===== src/rtl/bound_reduce_sequencer_if.sv =====
// Request/result bundle for the time-multiplexed bound reducer.
// The master drives the request; the slave reports busy/done and both tightest bounds.
interface bound_reduce_sequencer_if #(
    parameter int NUMBER_SIZE     = 4,
    parameter int NUM_CONSTRAINTS = 8
);
    localparam int IDX_W = $clog2(NUM_CONSTRAINTS);

    logic                                   start;
    logic [NUM_CONSTRAINTS*NUMBER_SIZE-1:0] bounds;
    logic [NUM_CONSTRAINTS-1:0]             activations;
    logic [NUM_CONSTRAINTS-1:0]             signs;
    logic                                   busy;
    logic                                   done;
    logic [NUMBER_SIZE:0]                   lower;
    logic                                   lower_valid;
    logic [IDX_W-1:0]                       lower_idx;
    logic [NUMBER_SIZE:0]                   upper;
    logic                                   upper_valid;
    logic [IDX_W-1:0]                       upper_idx;

    modport master (
        output start, bounds, activations, signs,
        input  busy, done, lower, lower_valid, lower_idx,
        input  upper, upper_valid, upper_idx
    );

    modport slave (
        input  start, bounds, activations, signs,
        output busy, done, lower, lower_valid, lower_idx,
        output upper, upper_valid, upper_idx
    );
endinterface


===== src/rtl/bound_reduce_sequencer.sv =====
// Shared-comparator min/max reducer: one bound entry per cycle yields the tightest
// lower bound (max of negated sign=1 entries) and tightest upper bound (min of sign=0 entries).
//
// state  | meaning
// S_IDLE | waiting for start; results of the last scan held, done pulse retires here
// S_SCAN | stepping k = 0..N-1 through the snapshot, one entry per edge
// S_DONE | publishing accumulators to the result registers, pulsing done
module bound_reduce_sequencer #(
    parameter int NUMBER_SIZE     = 4,
    parameter int NUM_CONSTRAINTS = 8
) (
    input logic                       clk,
    input logic                       rst_n,
    bound_reduce_sequencer_if.slave   bus
);
    localparam int IDX_W = $clog2(NUM_CONSTRAINTS);
    localparam int W     = NUMBER_SIZE + 1;
    localparam logic [IDX_W-1:0] LAST_K = IDX_W'(NUM_CONSTRAINTS - 1);

    typedef enum logic [1:0] {
        S_IDLE = 2'd0,
        S_SCAN = 2'd1,
        S_DONE = 2'd2
    } state_t;

    state_t                                 state;
    logic [IDX_W-1:0]                       k;
    logic [NUM_CONSTRAINTS*NUMBER_SIZE-1:0] bounds_q;
    logic [NUM_CONSTRAINTS-1:0]             act_q;
    logic [NUM_CONSTRAINTS-1:0]             sign_q;

    logic signed [W-1:0]                    lower_acc;
    logic signed [W-1:0]                    upper_acc;
    logic                                   lower_valid_acc;
    logic                                   upper_valid_acc;
    logic [IDX_W-1:0]                       lower_idx_acc;
    logic [IDX_W-1:0]                       upper_idx_acc;

    logic [NUMBER_SIZE-1:0]                 entry;
    logic signed [W-1:0]                    entry_ext;
    logic signed [W-1:0]                    entry_neg;
    logic signed [W-1:0]                    cmp_a;
    logic signed [W-1:0]                    cmp_b;
    logic                                   cmp_gt;
    logic                                   take;

    // Single comparator: lower asks -b_k > lower_acc, upper asks upper_acc > b_k.
    always_comb begin
        entry     = bounds_q[int'(k)*NUMBER_SIZE +: NUMBER_SIZE];
        entry_ext = {entry[NUMBER_SIZE-1], entry};
        entry_neg = -entry_ext;
        cmp_a     = upper_acc;
        cmp_b     = entry_ext;
        take      = 1'b0;
        if (sign_q[k]) begin
            cmp_a = entry_neg;
            cmp_b = lower_acc;
        end
        cmp_gt = (cmp_a > cmp_b);
        if (act_q[k]) begin
            if (sign_q[k]) take = cmp_gt || !lower_valid_acc;
            else           take = cmp_gt || !upper_valid_acc;
        end
    end

    always_ff @(posedge clk or negedge rst_n) begin
        if (!rst_n) begin
            state           <= S_IDLE;
            k               <= '0;
            bounds_q        <= '0;
            act_q           <= '0;
            sign_q          <= '0;
            lower_acc       <= '0;
            upper_acc       <= '0;
            lower_valid_acc <= 1'b0;
            upper_valid_acc <= 1'b0;
            lower_idx_acc   <= '0;
            upper_idx_acc   <= '0;
            bus.busy        <= 1'b0;
            bus.done        <= 1'b0;
            bus.lower       <= '0;
            bus.lower_valid <= 1'b0;
            bus.lower_idx   <= '0;
            bus.upper       <= '0;
            bus.upper_valid <= 1'b0;
            bus.upper_idx   <= '0;
        end else begin
            case (state)
                S_IDLE: begin
                    bus.done <= 1'b0;
                    if (bus.start) begin
                        bounds_q        <= bus.bounds;
                        act_q           <= bus.activations;
                        sign_q          <= bus.signs;
                        k               <= '0;
                        lower_acc       <= '0;
                        upper_acc       <= '0;
                        lower_valid_acc <= 1'b0;
                        upper_valid_acc <= 1'b0;
                        lower_idx_acc   <= '0;
                        upper_idx_acc   <= '0;
                        bus.lower       <= '0;
                        bus.lower_valid <= 1'b0;
                        bus.lower_idx   <= '0;
                        bus.upper       <= '0;
                        bus.upper_valid <= 1'b0;
                        bus.upper_idx   <= '0;
                        bus.busy        <= 1'b1;
                        state           <= S_SCAN;
                    end
                end
                S_SCAN: begin
                    if (take) begin
                        if (sign_q[k]) begin
                            lower_acc       <= entry_neg;
                            lower_idx_acc   <= k;
                            lower_valid_acc <= 1'b1;
                        end else begin
                            upper_acc       <= entry_ext;
                            upper_idx_acc   <= k;
                            upper_valid_acc <= 1'b1;
                        end
                    end
                    if (k == LAST_K) state <= S_DONE;
                    else             k     <= k + 1'b1;
                end
                S_DONE: begin
                    bus.lower       <= lower_acc;
                    bus.lower_valid <= lower_valid_acc;
                    bus.lower_idx   <= lower_idx_acc;
                    bus.upper       <= upper_acc;
                    bus.upper_valid <= upper_valid_acc;
                    bus.upper_idx   <= upper_idx_acc;
                    bus.done        <= 1'b1;
                    bus.busy        <= 1'b0;
                    state           <= S_IDLE;
                end
                default: state <= S_IDLE;
            endcase
        end
    end
endmodule


===== src/flat_wrapper.sv =====
// flat-port wrapper written by rule: the top's interface ports become plain ports
module bound_reduce_sequencer_flat 
#(
    parameter int NUMBER_SIZE     = 4,
    parameter int NUM_CONSTRAINTS = 8
)
  (clk, rst_n, bus_start, bus_bounds, bus_activations, bus_signs, bus_busy, bus_done, bus_lower, bus_lower_valid, bus_lower_idx, bus_upper, bus_upper_valid, bus_upper_idx);
  bound_reduce_sequencer_if #(.NUMBER_SIZE(NUMBER_SIZE), .NUM_CONSTRAINTS(NUM_CONSTRAINTS)) bus_i ();
  input logic clk;
  input logic rst_n;
  input wire logic [$bits(bus_i.start)-1:0] bus_start;
  input wire logic [$bits(bus_i.bounds)-1:0] bus_bounds;
  input wire logic [$bits(bus_i.activations)-1:0] bus_activations;
  input wire logic [$bits(bus_i.signs)-1:0] bus_signs;
  output wire logic [$bits(bus_i.busy)-1:0] bus_busy;
  output wire logic [$bits(bus_i.done)-1:0] bus_done;
  output wire logic [$bits(bus_i.lower)-1:0] bus_lower;
  output wire logic [$bits(bus_i.lower_valid)-1:0] bus_lower_valid;
  output wire logic [$bits(bus_i.lower_idx)-1:0] bus_lower_idx;
  output wire logic [$bits(bus_i.upper)-1:0] bus_upper;
  output wire logic [$bits(bus_i.upper_valid)-1:0] bus_upper_valid;
  output wire logic [$bits(bus_i.upper_idx)-1:0] bus_upper_idx;
  assign bus_i.start = bus_start;
  assign bus_i.bounds = bus_bounds;
  assign bus_i.activations = bus_activations;
  assign bus_i.signs = bus_signs;
  assign bus_busy = bus_i.busy;
  assign bus_done = bus_i.done;
  assign bus_lower = bus_i.lower;
  assign bus_lower_valid = bus_i.lower_valid;
  assign bus_lower_idx = bus_i.lower_idx;
  assign bus_upper = bus_i.upper;
  assign bus_upper_valid = bus_i.upper_valid;
  assign bus_upper_idx = bus_i.upper_idx;
  bound_reduce_sequencer #(.NUMBER_SIZE(NUMBER_SIZE), .NUM_CONSTRAINTS(NUM_CONSTRAINTS)) u_core (.clk(clk), .rst_n(rst_n), .bus(bus_i));
endmodule

===== config.mk =====
export PLATFORM = sky130hd
export DESIGN_NAME = bound_reduce_sequencer_flat
export DESIGN_NICKNAME = d
export VERILOG_FILES = /design/src/rtl/bound_reduce_sequencer_if.sv /design/src/rtl/bound_reduce_sequencer.sv /design/src/flat_wrapper.sv
export SDC_FILE = /design/constraint.sdc
export NUM_CORES = 1
export LEC_CHECK = 0
export CORE_UTILIZATION = 57
export CTS_CLUSTER_SIZE = 28
export DETAILED_ROUTE_END_ITERATION = 6
export GPL_TIMING_DRIVEN = 1
export PLACE_DENSITY = 0.85
export SLEW_MARGIN = 0
export SYNTH_ARGS = -nofsm -noshare
export SYNTH_HDL_FRONTEND = slang
export SYNTH_SLANG_ARGS = --single-unit
export TNS_END_PERCENT = 10

===== constraint.sdc =====
create_clock -name clk -period 12.1 [get_ports clk]
set_clock_uncertainty 0.2 [all_clocks]
set_input_delay 1.21 -clock clk [delete_from_list [all_inputs] [get_ports clk]]
set_output_delay 1.21 -clock clk [all_outputs]
set_load 0.05 [all_outputs]

==> key figures <==
Worst setup path
  – Number of cells on the worst reg-to-reg path: 11
  – Worst reg2reg endpoint: u_core.lower_acc[0]
  – Type of origin of the critical path: register
  – Req. time, crit path: 12.12 ns
  – FF-to-FF setup slack: between 7 and 8 ns
  – Setup crit end kind: register
  – Crit path kind: register to register
  – Worst EP arrival: around 4.7 ns
  – FF-to-FF Start: u_core.k[1]
  – Crit Path Max Fanout: 17

Floorplanning
  – FP Rows: 30
  – Chip width: slightly below 90 um
  – I/O pin count: 71
  – Core area: between 6000 and 7000 um2
  – Initial Util: around 60%
  – Die ar.: roughly 7600 um2
  – Die Y: between 80 and 90 um

Placement
  – GPL Wtd Cong: 0.860
  – Dpl ws: between 7 and 8 ns
  – Hpwl dp: approximately 5.8 mm
  – Port bufs: 70

Synth
  – Seq cells post-synth: 89
  – Post-synthesis cell area: about 4100 um2
  – Sequential share of the synthesized area: a little over half
  – Netlist cell types: 44
  – Post-Syn Instances: ~390
  – Syn nets: around 450
  – Top FF cell, synth: dfrtp_1
  – EDFF count, synth: 0
  – FFs w/ async S/R, synth: between 90% and 100%
  – Synth Warn #: 0
  – Mean Syn Cell Area: ~11 um2

Clock tree
  – Hold buffers post-CTS: 0
  – Setup Fix Bufs, Post-CTS: 0
  – Num CTS Buffers: 9
  – H-tree levels: 3
  – Longest Clk Path Bufs: 2
  – CTS root buffer: clkbuf_8
  – Sink Count: 89
  – Clock Latency Late Sink: ~0.35 ns
  – Worst-path clk slew: 0.10 ns
  – CTS tree: built
  – PostCTS Resize Cnt: 0

Pwr
  – Peak VDD IR: about 0.14 mV
  – Pwr dens: ~310 nW/um2
  – Static Leak: 2.45 nW
  – Tot Pwr: ~1.6 mW

STA
  – Max Clk Rate: between 0.2 and 0.25 GHz
  – Final setup viols: 0
  – Fin crit share: between 30% and 40%
  – PnR worst setup slack: ~7.4 ns
  – Least-Margin Pin Slew: 1.27 ns
  – Slew Limit Headroom: 15.3%
  – RSZ-0062 raised after global routing: false
  – Hold Vio Cnt, Final: 0
  – Setup TNS: 0 ns
  – Final Slew Violations: 0
  – Min Tclk post-route: 4.71 ns

Detailed routing
  – Via density: around 5.4
  – Drt total wl: 8.44 mm
  – Met3 WL: between 200 and 300 um
  – Router iterations before antenna repair: 4
  – First DRT Iteration DRCs: ~200
  – DR top layer: met4
  – DR WL/cell: around 15 um
  – DRC: 0
  – DR WL met2: slightly above 4 mm
  – Routed Antenna Nets: 0
  – Met1 wire length: about 3.9 mm
  – Vias: ~3000

Outcome
  – Outcome: finished clean

Finish
  – Syn-to-layout area delta: 23.7%
  – Diodes inserted: 0
  – Layout cell share with drive strength beyond 1: a little under an eighth
  – Nets@finish: 509
  – Post-layout util: about three quarters

GRT
  – Largest net degree at the start of global routing: 90
  – Initial antenna violation count: 0
  – Vias in the first global route: 2985
  – GRT Util Overall: approximately a quarter
  – Total grt overflow: 0
  – First-pass GRT wire length: ~14 mm

Min path
  – Hold wc startpoint: u_core.act_q[1]
  – Min-Delay Endpoint: u_core.act_q[1]
  – Hold Path Cell Cnt: 2
  – Hold Path Class: register to register

Run
  – Max-cap violation count: 0
==> layout by cell type, fill, tap and decap left out, types with 2 or more instances in the layout <==
cell	instances
a22o_1	19
mux2_2	16
clkinvlp_4	2
mux4_2	4
dfrtp_1	89
mux2i_2	3
and2_1	4
clkdlybuf4s50_1	69
ha_1	8
o21ai_0	8
mux4_1	6
a21oi_1	4
inv_1	3
a211oi_4	3
mux2i_1	6
nor2b_1	4
o21a_1	2
nor2_1	13
buf_4	3
bufinv_16	3
nand3_1	2
clkbuf_8	10
nand2_1	153
==> worst max-delay path by stage <==
| stage | start | to | slack (ns) | cells after the start |
|---|---|---|---|---|
| floorplan | u_core.k[1] | u_core.lower_acc[0] | 8.12 | 13 |
| global placement | u_core.k[1] | u_core.lower_acc[0] | 7.52 | 11 |
| detailed placement | u_core.k[1] | u_core.lower_idx_acc[1] | 7.43 | 11 |
| CTS | u_core.k[1] | u_core.lower_acc[0] | 7.40 | 11 |
| global route | u_core.k[1] | u_core.lower_acc[0] | 7.15 | 11 |
| finish | u_core.k[1] | u_core.lower_acc[0] | 7.39 | 11 |
==> routing by layer <==
metal	track usage, %	vias to the layer above
met5	0	-
met4	8.20	0
met3	3.03	11
met1	34.7	1463
li1	-	1427
met2	40.6	85
==> cells by family (layout without fill, tap and decap cells) <==
family	Yosys count	after routing	synth area share [%]
and+or+nand+nor	186	186	18.2
DFF	89	89	54.0
buffers and inverters	24	91	2.97
muxes	36	36	13.2
adders and majority gates	8	8	2.43
xor gates and xnor gates	2	2	0.424
AOI/OAI and AO/OA	43	43	8.85
==> Yosys cell counts (2+ instances only) <==
master / instances / share of area (%)
a211oi_4: 3 / 1.5
a21oi_1: 4 / 0.49
a22o_1: 19 / 4.0
and2_1: 4 / 0.61
buf_1: 2 / 0.18
buf_2: 2 / 0.24
buf_6: 2 / 0.55
clkbuf_1: 13 / 1.2
dfrtp_1: 89 / 54
ha_1: 8 / 2.4
inv_1: 3 / 0.27
mux2_2: 16 / 4.4
mux2i_1: 6 / 1.5
mux2i_2: 3 / 1.0
mux4_1: 6 / 3.8
mux4_2: 4 / 2.2
nand2_1: 153 / 14
nand3_1: 2 / 0.24
nor2_1: 13 / 1.2
nor2b_1: 4 / 0.61
o21a_1: 2 / 0.36
o21ai_0: 8 / 0.97
==> critical path, cell delays in order, from the launching register on <==
cell and delay [ns]:
dfrtp_1 0.87, mux4_1 0.65, mux2i_2 0.31, ha_1 0.31, mux2_2 0.27, ha_1 0.29
nor2b_1 0.14, nor3_1 0.06, nor4bb_1 0.48, a211oi_4 0.12, a211oi_4 0.48, mux2_2 0.40
==> where the power goes <==
part	switching, mW	internal (mW)
Clock	0.103	0.144
Combinational	0.442	0.383
Sequential	0.0993	0.419
Total	0.644	0.945
==> state kept, by name, summed over array words and instances, names as in the netlist <==
| signal | count |
|---|---|
| u_core.sign_q | 8 |
| u_core.bus.lower_idx | 3 |
| u_core.lower_valid_acc | 1 |
| u_core.state | 2 |
| u_core.bus.upper_idx | 3 |
| u_core.bus.done | 1 |
| u_core.upper_idx_acc | 3 |
| u_core.bus.upper | 4 |
| u_core.bus.upper_valid | 1 |
| u_core.upper_valid_acc | 1 |
| u_core.upper_acc | 4 |
| u_core.k | 3 |
| u_core.act_q | 8 |
| u_core.bus.busy | 1 |
| u_core.bounds_q | 32 |
| u_core.bus.lower_valid | 1 |
| u_core.lower_acc | 5 |
| u_core.lower_idx_acc | 3 |
| u_core.bus.lower | 5 |
==> cell type report <==
class	count	area, um2
clock buffer	10	138
timing repair buffer	72	713
fill	511	1800
inverter	3	11.3
sequential	89	2230
multi-input combinational	275	1780
clock inverter	6	114
tap	96	120
==> metrics by stage <==
step	std cells	cell area, um2	hold slack [ns]
6_report	551	5110	0.274
5_1_grt	551	5110	0.295
4_1_cts	551	5110	0.278
3_5_place_dp	535	4850	0.256
3_3_place_gp	535	4850	0.250
2_1_floorplan	388	4130	0.237
Note: power is estimated with default switching activity, not from simulation.
